**src/rtl/taho_pkg.sv**
```systemverilog
// Shared definitions for the tachometer gate scheduler: widths and stream FSM states.
package taho_pkg;
  localparam int TAHO_W   = 16;
  localparam int CH_IDX_W = 4;

  typedef enum logic {
    S_IDLE = 1'b0,
    S_SEND = 1'b1
  } stream_state_e;
endpackage

```
**src/rtl/taho_gate_timer.sv**
```systemverilog
// Window timer: free-running tick while enabled, registered 'sec' gate and the
// snapshot-event pulse, with the first (partial) window after enable suppressed.
module taho_gate_timer
  import taho_pkg::*;
#(
  parameter int GATE_TICKS = 1000000,
  parameter int SEC_HIGH   = 500000,
  parameter int LATCH_DLY  = 4
) (
  input  logic clock,
  input  logic reset,
  input  logic enable,
  output logic sec,
  output logic snap_evt
);

  localparam int TICK_W = $clog2(GATE_TICKS);
  localparam logic [TICK_W-1:0] LAST_T  = TICK_W'(GATE_TICKS - 1);
  localparam logic [TICK_W-1:0] SEC_T   = TICK_W'(SEC_HIGH);
  localparam logic [TICK_W-1:0] LATCH_T = TICK_W'(LATCH_DLY);

  logic [TICK_W-1:0] tick_q, tick_d;
  logic              sec_q, sec_d;
  logic              first_win_q, first_win_d;
  logic              at_latch_s;

  assign at_latch_s = enable && (tick_q == LATCH_T);
  assign snap_evt   = at_latch_s && !first_win_q;
  assign sec        = sec_q;

  always_comb begin
    tick_d      = tick_q;
    sec_d       = 1'b0;
    first_win_d = first_win_q;
    if (!enable) begin
      // Holding tick at zero while disabled makes re-enable start a clean window.
      tick_d      = '0;
      first_win_d = 1'b1;
    end else begin
      tick_d = (tick_q == LAST_T) ? '0 : tick_q + 1'b1;
      sec_d  = (tick_q < SEC_T);
      if (at_latch_s) first_win_d = 1'b0;
    end
  end

  always_ff @(posedge clock or posedge reset) begin
    if (reset) begin
      tick_q      <= '0;
      sec_q       <= 1'b0;
      first_win_q <= 1'b1;
    end else begin
      tick_q      <= tick_d;
      sec_q       <= sec_d;
      first_win_q <= first_win_d;
    end
  end

endmodule

```
**src/rtl/taho_gate_sched.sv**
```systemverilog
// Gate scheduler top: snapshots all channel frequencies once per window and streams
// them over valid/ready, tracking per-channel stall and a sticky overrun flag.
module taho_gate_sched
  import taho_pkg::*;
#(
  parameter int N_CH          = 4,
  parameter int GATE_TICKS    = 1000000,
  parameter int SEC_HIGH      = 500000,
  parameter int LATCH_DLY     = 4,
  parameter int STALL_WINDOWS = 3
) (
  input  logic                     clock,
  input  logic                     reset,
  input  logic                     enable,
  input  logic [TAHO_W*N_CH-1:0]   freq_bus,
  output logic                     sec,
  output logic                     m_valid,
  input  logic                     m_ready,
  output logic [CH_IDX_W-1:0]      m_ch,
  output logic [TAHO_W-1:0]        m_freq,
  output logic                     m_last,
  output logic [N_CH-1:0]          stall,
  output logic                     overrun,
  input  logic                     overrun_clr,
  output logic [15:0]              window_cnt
);

  localparam logic [CH_IDX_W-1:0] LAST_CH = CH_IDX_W'(N_CH - 1);
  localparam logic [3:0]          STALL_T = 4'(STALL_WINDOWS);

  stream_state_e        state_q, state_d;
  logic [CH_IDX_W-1:0]  ch_q, ch_d;
  logic [TAHO_W-1:0]    snap_q [N_CH];
  logic [TAHO_W-1:0]    snap_d [N_CH];
  logic [3:0]           zcnt_q [N_CH];
  logic [3:0]           zcnt_d [N_CH];
  logic [N_CH-1:0]      stall_q, stall_d;
  logic                 overrun_q, overrun_d;
  logic [15:0]          win_q, win_d;
  logic                 snap_evt;
  logic [TAHO_W-1:0]    freq_sel_s;

  taho_gate_timer #(
    .GATE_TICKS (GATE_TICKS),
    .SEC_HIGH   (SEC_HIGH),
    .LATCH_DLY  (LATCH_DLY)
  ) u_timer (
    .clock    (clock),
    .reset    (reset),
    .enable   (enable),
    .sec      (sec),
    .snap_evt (snap_evt)
  );

  // Explicit mux keeps the 4-bit channel index from over-indexing a smaller array.
  always_comb begin
    freq_sel_s = '0;
    for (int i = 0; i < N_CH; i++) begin
      if (ch_q == CH_IDX_W'(i)) freq_sel_s = snap_q[i];
    end
  end

  assign m_valid    = (state_q == S_SEND);
  assign m_ch       = ch_q;
  assign m_freq     = freq_sel_s;
  assign m_last     = m_valid && (ch_q == LAST_CH);
  assign stall      = stall_q;
  assign overrun    = overrun_q;
  assign window_cnt = win_q;

  always_comb begin
    state_d   = state_q;
    ch_d      = ch_q;
    snap_d    = snap_q;
    zcnt_d    = zcnt_q;
    stall_d   = stall_q;
    overrun_d = overrun_q;
    win_d     = win_q;

    case (state_q)
      S_IDLE: ;
      S_SEND: begin
        if (m_ready) begin
          if (ch_q == LAST_CH) begin
            state_d = S_IDLE;
            ch_d    = '0;
          end else begin
            ch_d = ch_q + 1'b1;
          end
        end
      end
      default: state_d = S_IDLE;
    endcase

    if (overrun_clr) overrun_d = 1'b0;

    // A snapshot is only taken from idle; the last-beat cycle still counts as busy.
    if (snap_evt) begin
      win_d = win_q + 16'd1;
      if (state_q == S_IDLE) begin
        state_d = S_SEND;
        ch_d    = '0;
        for (int i = 0; i < N_CH; i++) begin
          snap_d[i] = freq_bus[TAHO_W*i +: TAHO_W];
          if (freq_bus[TAHO_W*i +: TAHO_W] == '0) begin
            zcnt_d[i] = (zcnt_q[i] == 4'd15) ? 4'd15 : zcnt_q[i] + 4'd1;
          end else begin
            zcnt_d[i] = 4'd0;
          end
          stall_d[i] = (zcnt_d[i] >= STALL_T);
        end
      end else begin
        overrun_d = 1'b1;
      end
    end
  end

  always_ff @(posedge clock or posedge reset) begin
    if (reset) begin
      state_q   <= S_IDLE;
      ch_q      <= '0;
      stall_q   <= '0;
      overrun_q <= 1'b0;
      win_q     <= 16'd0;
      for (int i = 0; i < N_CH; i++) begin
        snap_q[i] <= '0;
        zcnt_q[i] <= 4'd0;
      end
    end else begin
      state_q   <= state_d;
      ch_q      <= ch_d;
      stall_q   <= stall_d;
      overrun_q <= overrun_d;
      win_q     <= win_d;
      for (int i = 0; i < N_CH; i++) begin
        snap_q[i] <= snap_d[i];
        zcnt_q[i] <= zcnt_d[i];
      end
    end
  end

endmodule

```
**config.mk**
```make
export PLATFORM = sky130hd
export DESIGN_NAME = taho_gate_sched
export DESIGN_NICKNAME = d
export VERILOG_FILES = /design/src/rtl/taho_pkg.sv /design/src/rtl/taho_gate_timer.sv /design/src/rtl/taho_gate_sched.sv
export SDC_FILE = /design/constraint.sdc
export NUM_CORES = 1
export LEC_CHECK = 0
export BUFFER_PORTS_ARGS = -buffer_cell sky130_fd_sc_hd__buf_4
export CAP_MARGIN = 20
export CORE_ASPECT_RATIO = 0.8
export CORE_MARGIN = 2
export CORE_UTILIZATION = 41
export CTS_CLUSTER_DIAMETER = 60
export DETAILED_ROUTE_END_ITERATION = 10
export HOLD_SLACK_MARGIN = 0.12
export PLACE_DENSITY = 0.6
export SYNTH_ARGS = -nofsm -noshare
export SYNTH_HDL_FRONTEND = slang
export SYNTH_SLANG_ARGS = --single-unit
export TNS_END_PERCENT = 50
```
**constraint.sdc**
```tcl
create_clock -name clock -period 11.1 [get_ports clock]
set_input_delay 0.555 -clock clock [delete_from_list [all_inputs] [get_ports clock]]
set_output_delay 0.555 -clock clock [all_outputs]
set_load 0.005 [all_outputs]
```
* Word-level counts from Yosys, hierarchy flattened
Cells that the tools add are included.
** Storage, ports and cells
- Input bits :: 69
- Register bits after elaboration :: 128
- Output and inout port bits :: 44
- Memory bits (read-only) :: 0
- Memory bits (writable) :: 0
- Memories kept :: 0
- Bits in latches :: 0
- Word-level logic and storage cells :: 87
** Cells by class
- Bitwise gates (word level) :: 1
- Shift operators :: 0
- Add/sub/neg operators :: 7
- Divide/modulo/power cells :: 0
- Multiply operators :: 0
- Order comparisons :: 5
- Reduce and logical (&&, ||, !) cells :: 10
- Multiplexer cells :: 38
- Equality and inequality tests :: 10
** Operator list (count)
- $mux W4 :: 21
- $logic_not A16 Y1 :: 4
- $mux W16 :: 4
- $mux W20 :: 2
- $add A20 B1 Y20 const B :: 1
- $add A4 B1 Y4 const B :: 5
- $eq A20 B20 Y1 const B :: 1
- $eq A20 B3 Y1 const B :: 1
- $lt A20 B19 Y1 const B :: 1
- $add A16 B1 Y16 const B :: 1
- $eq A4 B4 Y1 const B :: 4
- $ge A4 B2 Y1 const B :: 4
- $mux W1 :: 11
- $eq A4 B2 Y1 const B :: 2
- $eq A4 B1 Y1 const B :: 1
- $logic_not A4 Y1 :: 1
- $logic_and A1 B1 Y1 :: 3
- $ne A2 B1 Y1 const B :: 1
- $reduce_and A2 Y1 :: 1
- $logic_not A1 Y1 :: 1
- $not A1 Y1 :: 1

* Depth between registers and ports, before layout
- Depth after elaboration :: 6
- Depth in mapped cells :: 9
- Mapped depth without buffers :: 7

* By module
From an unflattened synthesis, not the netlist that was laid out.
** Second synthesis, totals
- Cell total of the unflattened synthesis :: 708
- Area, all modules :: 6379.9 sq um
** Modules (own cells, without submodules)
- taho_gate_sched :: times used 1, area an instance 5197.5 sq um, cells each 584, sequential area each 2652.5 sq um
- taho_gate_timer :: times used 1, area an instance 1182.4 sq um, cells each 124, sequential area each 551.8 sq um

* Worst setup path before layout
No wires, ideal clock.
- Path kind :: register to output
- From :: reg ch_q[1], in the netlist m_ch[1]
- To :: out m_freq[10]
- Required time :: 10545 ps
- Path buffers :: 1
- Cell stages (with the launch flop) :: 7
- Slack :: 8515 ps
- Arrival time :: 2030 ps
- Cell sequence :: dfrtp_1 -> inv_1 -> ha_1 -> nor4b_1 -> clkbuf_1 -> a221oi_1 -> o21ai_0
** Between the ends
- Longest elaborated chain between the ends :: 5
- Elaborated cells between the ends (all ways) :: 8
- Those cells by class :: eq/ne (3); mux (4); reduce/logical (1)
** RTL lines
- start: declaration :: RTL line taho_gate_sched.sv:32 : logic [CH_IDX_W-1:0] ch_q, ch_d;
- start signal: assignment :: RTL line taho_gate_sched.sv:131 : ch_q <= ch_d;
- $logic_not A4 Y1 :: RTL line taho_gate_sched.sv:59 : if (ch_q == CH_IDX_W'(i)) freq_sel_s = snap_q[i];
- $mux W16 (3 in a row) :: RTL line taho_gate_sched.sv:59
- $mux W16 (*) :: RTL line taho_gate_sched.sv:59
- end: declaration :: RTL line taho_gate_sched.sv:20 : output logic [TAHO_W-1:0] m_freq,
Mark *: on every way between the ends. The rest lies on a longest branch, timed or not.

* Worst setup path after layout
- From :: reg u_timer.tick_q[8]
- To :: reg snap_q[14] (netlist name)
** Between the ends
- Longest elaborated chain between the ends :: 4
** RTL lines
- start: declaration :: RTL line taho_gate_timer.sv:22 : logic [TICK_W-1:0] tick_q, tick_d;
- start signal: assignment :: RTL line taho_gate_timer.sv:52 : tick_q <= tick_d;
- $eq A20 B3 Y1 :: RTL line taho_gate_timer.sv:27 : assign at_latch_s = enable && (tick_q == LATCH_T);
- $logic_and A1 B1 Y1 :: RTL line taho_gate_timer.sv:27
- $logic_and A1 B1 Y1 :: RTL line taho_gate_timer.sv:28 : assign snap_evt = at_latch_s && !first_win_q;
- $reduce_and A2 Y1 (no source line)
- end signal: indexed assignment :: RTL line taho_gate_sched.sv:136 : snap_q[i] <= snap_d[i];
- end: declaration :: RTL line taho_gate_sched.sv:33 : logic [TAHO_W-1:0] snap_q [N_CH];
No other way between the ends.
A chain may end at the register's enable or synchronous reset.

==> impl_metrics.py <==
metrics = {
    "status": {
        "status": "finished, final reports clean",
    },
    "final_layout": {
        "fin_nets": 764,
        "layout_commonest_cell": "dfrtp_1",
        "final_cell_mix": "dfrtp_1, buf_4, mux2_2, o21ai_0, nand2_1",
        "area_growth_pct": 26.51,
        "diodes": 0,
        "drive_gt1_share_pct": 31.13,
        "fill_cells": 1316,
    },
    "floorplanning": {
        "coreArea_um2": 14910,
        "fp-row-count": 40,
        "initial_utilization_pct": 41.55,
        "dieArea_um2": 16120,
        "die_h_um": 114.0,
        "ios": 113,
        "fp.dieW_um": 141.5,
    },
    "route": {
        "wl_um": 15490,
        "drc": 0,
        "drt_iter0_drc": 314,
        "post_drt_via_cell_ratio": 5.403,
        "dr.pass1.iters": 5,
        "vias": 4787,
        "ant_nets": 0,
        "wl_per_cell_um": 17.48,
    },
    "sta": {
        "hold_viol_final": 0,
        "fin_setup_tns_ns": 0,
        "period_share_pct": 27.71,
        "fin_crit_ns": 3.076,
        "setup_viol": 0,
        "slew-limit-headroom_pct": 42.96,
        "timing.hold.ws_ns": 0.2088,
        "slew_viol_final": 0,
        "rsz0062_at_grt": "no",
        "max_clock_freq_mhz": 325.1,
        "tightest_slew_ns": 0.8438,
        "skew_ns": 0.009807,
    },
    "synthesis": {
        "syn_inst": 570,
        "synth.avg_cell_area_um2": 10.87,
        "ys_warn_count": 0,
        "yosys.area_share.simple_pct": 13.79,
        "synth_compound_area_share_pct": 10.78,
        "synthMuxAreaShare_pct": 13.45,
        "synthAdderAreaFrac_pct": 2.221,
        "synth_top_family_by_area": "simple AND/OR/NAND/NOR gates",
        "netlist_area_um2": 6197,
        "ys_ff_latch": 128,
        "synthXorXnorAreaFrac_pct": 4.664,
        "synth_nets": 650,
        "ys_types": 42,
        "yosysSeqAreaShare_pct": 51.71,
    },
    "power_and_ir_drop": {
        "p_per_area_nw_per_um2": 174.8,
        "vdd_drop_max_uv": 134.7,
        "power.leakage_nw": 3.574,
    },
    "global_route": {
        "grt_pass1_wl_um": 25210,
        "grt_overflow": 0,
        "grt_use_total_pct": 19.96,
        "grt_max_degree": 96,
        "antenna_found_initial": 0,
        "grt_pass1_vias": 4891,
    },
    "worst_setup_path": {
        "reg2reg_from": "u_timer.tick_q[8]$_DFF_PP0_",
        "cp_max_fo": 57,
        "worstSetupStartpoint": "u_timer.tick_q[8]$_DFF_PP0_",
        "critPathLaunchType": "register",
        "critPathArrivalTime_ns": 3.36,
        "rrSetupSlack_ns": 8.02,
        "regToRegEndpoint": "snap_q[14]$_DFFE_PP0P_",
        "worstSetupEndpointType": "register",
        "reg2regPathDepth": 6,
        "path_class": "register to register",
        "crit_required_ns": 11.38,
    },
    "place": {
        "gp_congestion": 0.8297,
        "dp_hpwl_um": 10690,
        "port_buffers": 112,
    },
    "clock_tree": {
        "cts_buffer_depth": 2,
        "cts_resized": 0,
        "cts_buffers": 17,
        "cts_setup_buffers": 0,
        "cts_root_buffer": "clkbuf_16",
        "htreeDepth": 4,
        "cts_tree": "yes",
        "cts_hold_buf": 0,
        "clk_latency_ns": 0.41,
        "clkSlewWorstSetupHoldPaths_ns": 0.06,
        "clock-sinks": 128,
    },
    "min_path": {
        "holdCritPathClass": "input port to async pin",
    },
    "run": {
        "cap_violations": 0,
    },
}
[Yosys cell counts]
cell / count / area, µm²
buf_2: 6 / 30.03
o21ai_0: 45 / 225.2
nor2_1: 34 / 127.6
and3_1: 4 / 25.02
nor4bb_1: 1 / 10.01
mux2_1: 20 / 225.2
nand3b_1: 1 / 7.510
or2_2: 3 / 18.77
o21a_1: 1 / 7.510
clkbuf_1: 13 / 48.80
a41oi_1: 4 / 35.03
nor3_1: 5 / 25.02
nor4_4: 1 / 21.27
mux2_2: 54 / 608.1
or4_4: 1 / 11.26
a21oi_1: 27 / 135.1
or3_1: 1 / 6.260
ha_1: 11 / 137.6
dfrtp_1: 127 / 3178
a21boi_0: 1 / 7.510
nand2b_1: 3 / 18.77
o21bai_1: 4 / 30.03
dfstp_2: 1 / 26.28
nand3_1: 21 / 105.1
a21o_1: 1 / 7.510
and4_1: 1 / 8.760
or4_1: 1 / 7.510
and2_1: 5 / 31.28
xor2_1: 17 / 148.9
nand4_1: 20 / 125.1
a221oi_1: 16 / 140.1
o31a_1: 1 / 8.760
a31oi_1: 2 / 12.51
o31ai_1: 2 / 15.01
nor4b_1: 3 / 26.28
nor4_1: 20 / 125.1
a31o_2: 4 / 35.03
buf_4: 5 / 37.54
nand2_1: 41 / 153.9
o41ai_1: 1 / 8.760
inv_1: 25 / 93.84
xnor2_1: 16 / 140.1
[sequential cells by signal, indices dropped and copies added (netlist names)]
| signal | cells |
|---|---|
| m_ch | 4 |
| m_valid | 1 |
| overrun | 1 |
| snap_q | 64 |
| stall | 4 |
| u_timer.first_win_q | 1 |
| u_timer.sec | 1 |
| u_timer.tick_q | 20 |
| window_cnt | 16 |
| zcnt_q | 16 |
[layout make-up]
cell class	count	area, µm²	area share [%]
clock buffer	18	429.2	5.474
clock inverter	14	143.9	1.835
sequential	128	3204	40.87
tap	189	236.5	3.016
multi-input combinational	393	2796	35.67
inverter	25	96.34	1.229
timing repair buffer	119	933.4	11.91
[worst max-delay path, cell delays in order (launching register included)]
cell and delay [ns]:
dfrtp_1 0.44, or4_1 0.58, or4_4 0.47, nor4_4 0.26, buf_4 0.46, buf_16 0.33
mux2_1 0.37
[routing by layer]
| layer | vias up | part of all wire, % | global-route usage (%) |
|---|---|---|---|
| met4 | 0 | 2.1 | 7.733 |
| met2 | 129 | 45 | 30.58 |
| met5 | - | 0 | 0 |
| li1 | 2303 | - | - |
| met1 | 2336 | 47 | 27.35 |
| met3 | 19 | 6.1 | 5.164 |
[kinds of logic after synthesis]
| logic type | Yosys count |
|---|---|
| simple gates | 166 |
| flops | 128 |
| compound gates | 109 |
| mux | 74 |
| buf+inv | 49 |
| xor+xnor | 33 |
| fa+ha+maj | 11 |
[metrics by stage]
stage | power, mW | cell area (µm²) | setup WS, ns | cells | util, %
floorplan | 0.6643 | 6197 | 7.134 | 570 | -
global placement | 0.8314 | 7212 | 7.926 | 852 | 48.36
detailed placement | 0.8340 | 7212 | 7.869 | 852 | 48.36
CTS | 1.382 | 7785 | 7.855 | 884 | 52.20
global route | 1.438 | 7840 | 7.858 | 886 | 52.57
finish | 1.370 | 7840 | 8.024 | 886 | 52.57
[where the power goes]
group	leakage (nW)	total, mW	internal (mW)	switching [mW]
clock	0.268	0.544	0.329	0.215
combinational	1.61	0.316	0.140	0.176
sequential	1.69	0.510	0.488	0.0223
total	3.57	1.37	0.958	0.413
[worst max path at each step]
stage                             endpoint  slack, ns  cells after the start
floorplan                m_ch[0]$_DFF_PP0_       7.13                      1
global placement     zcnt_q[1]$_DFFE_PP0P_       7.93                      5
detailed placement  snap_q[56]$_DFFE_PP0P_       7.87                      5
CTS                 snap_q[61]$_DFFE_PP0P_       7.86                      5
global route                     m_freq[3]       7.86                      5
finish              snap_q[14]$_DFFE_PP0P_       8.02                      6
Power figures use the tool's default switching activity.
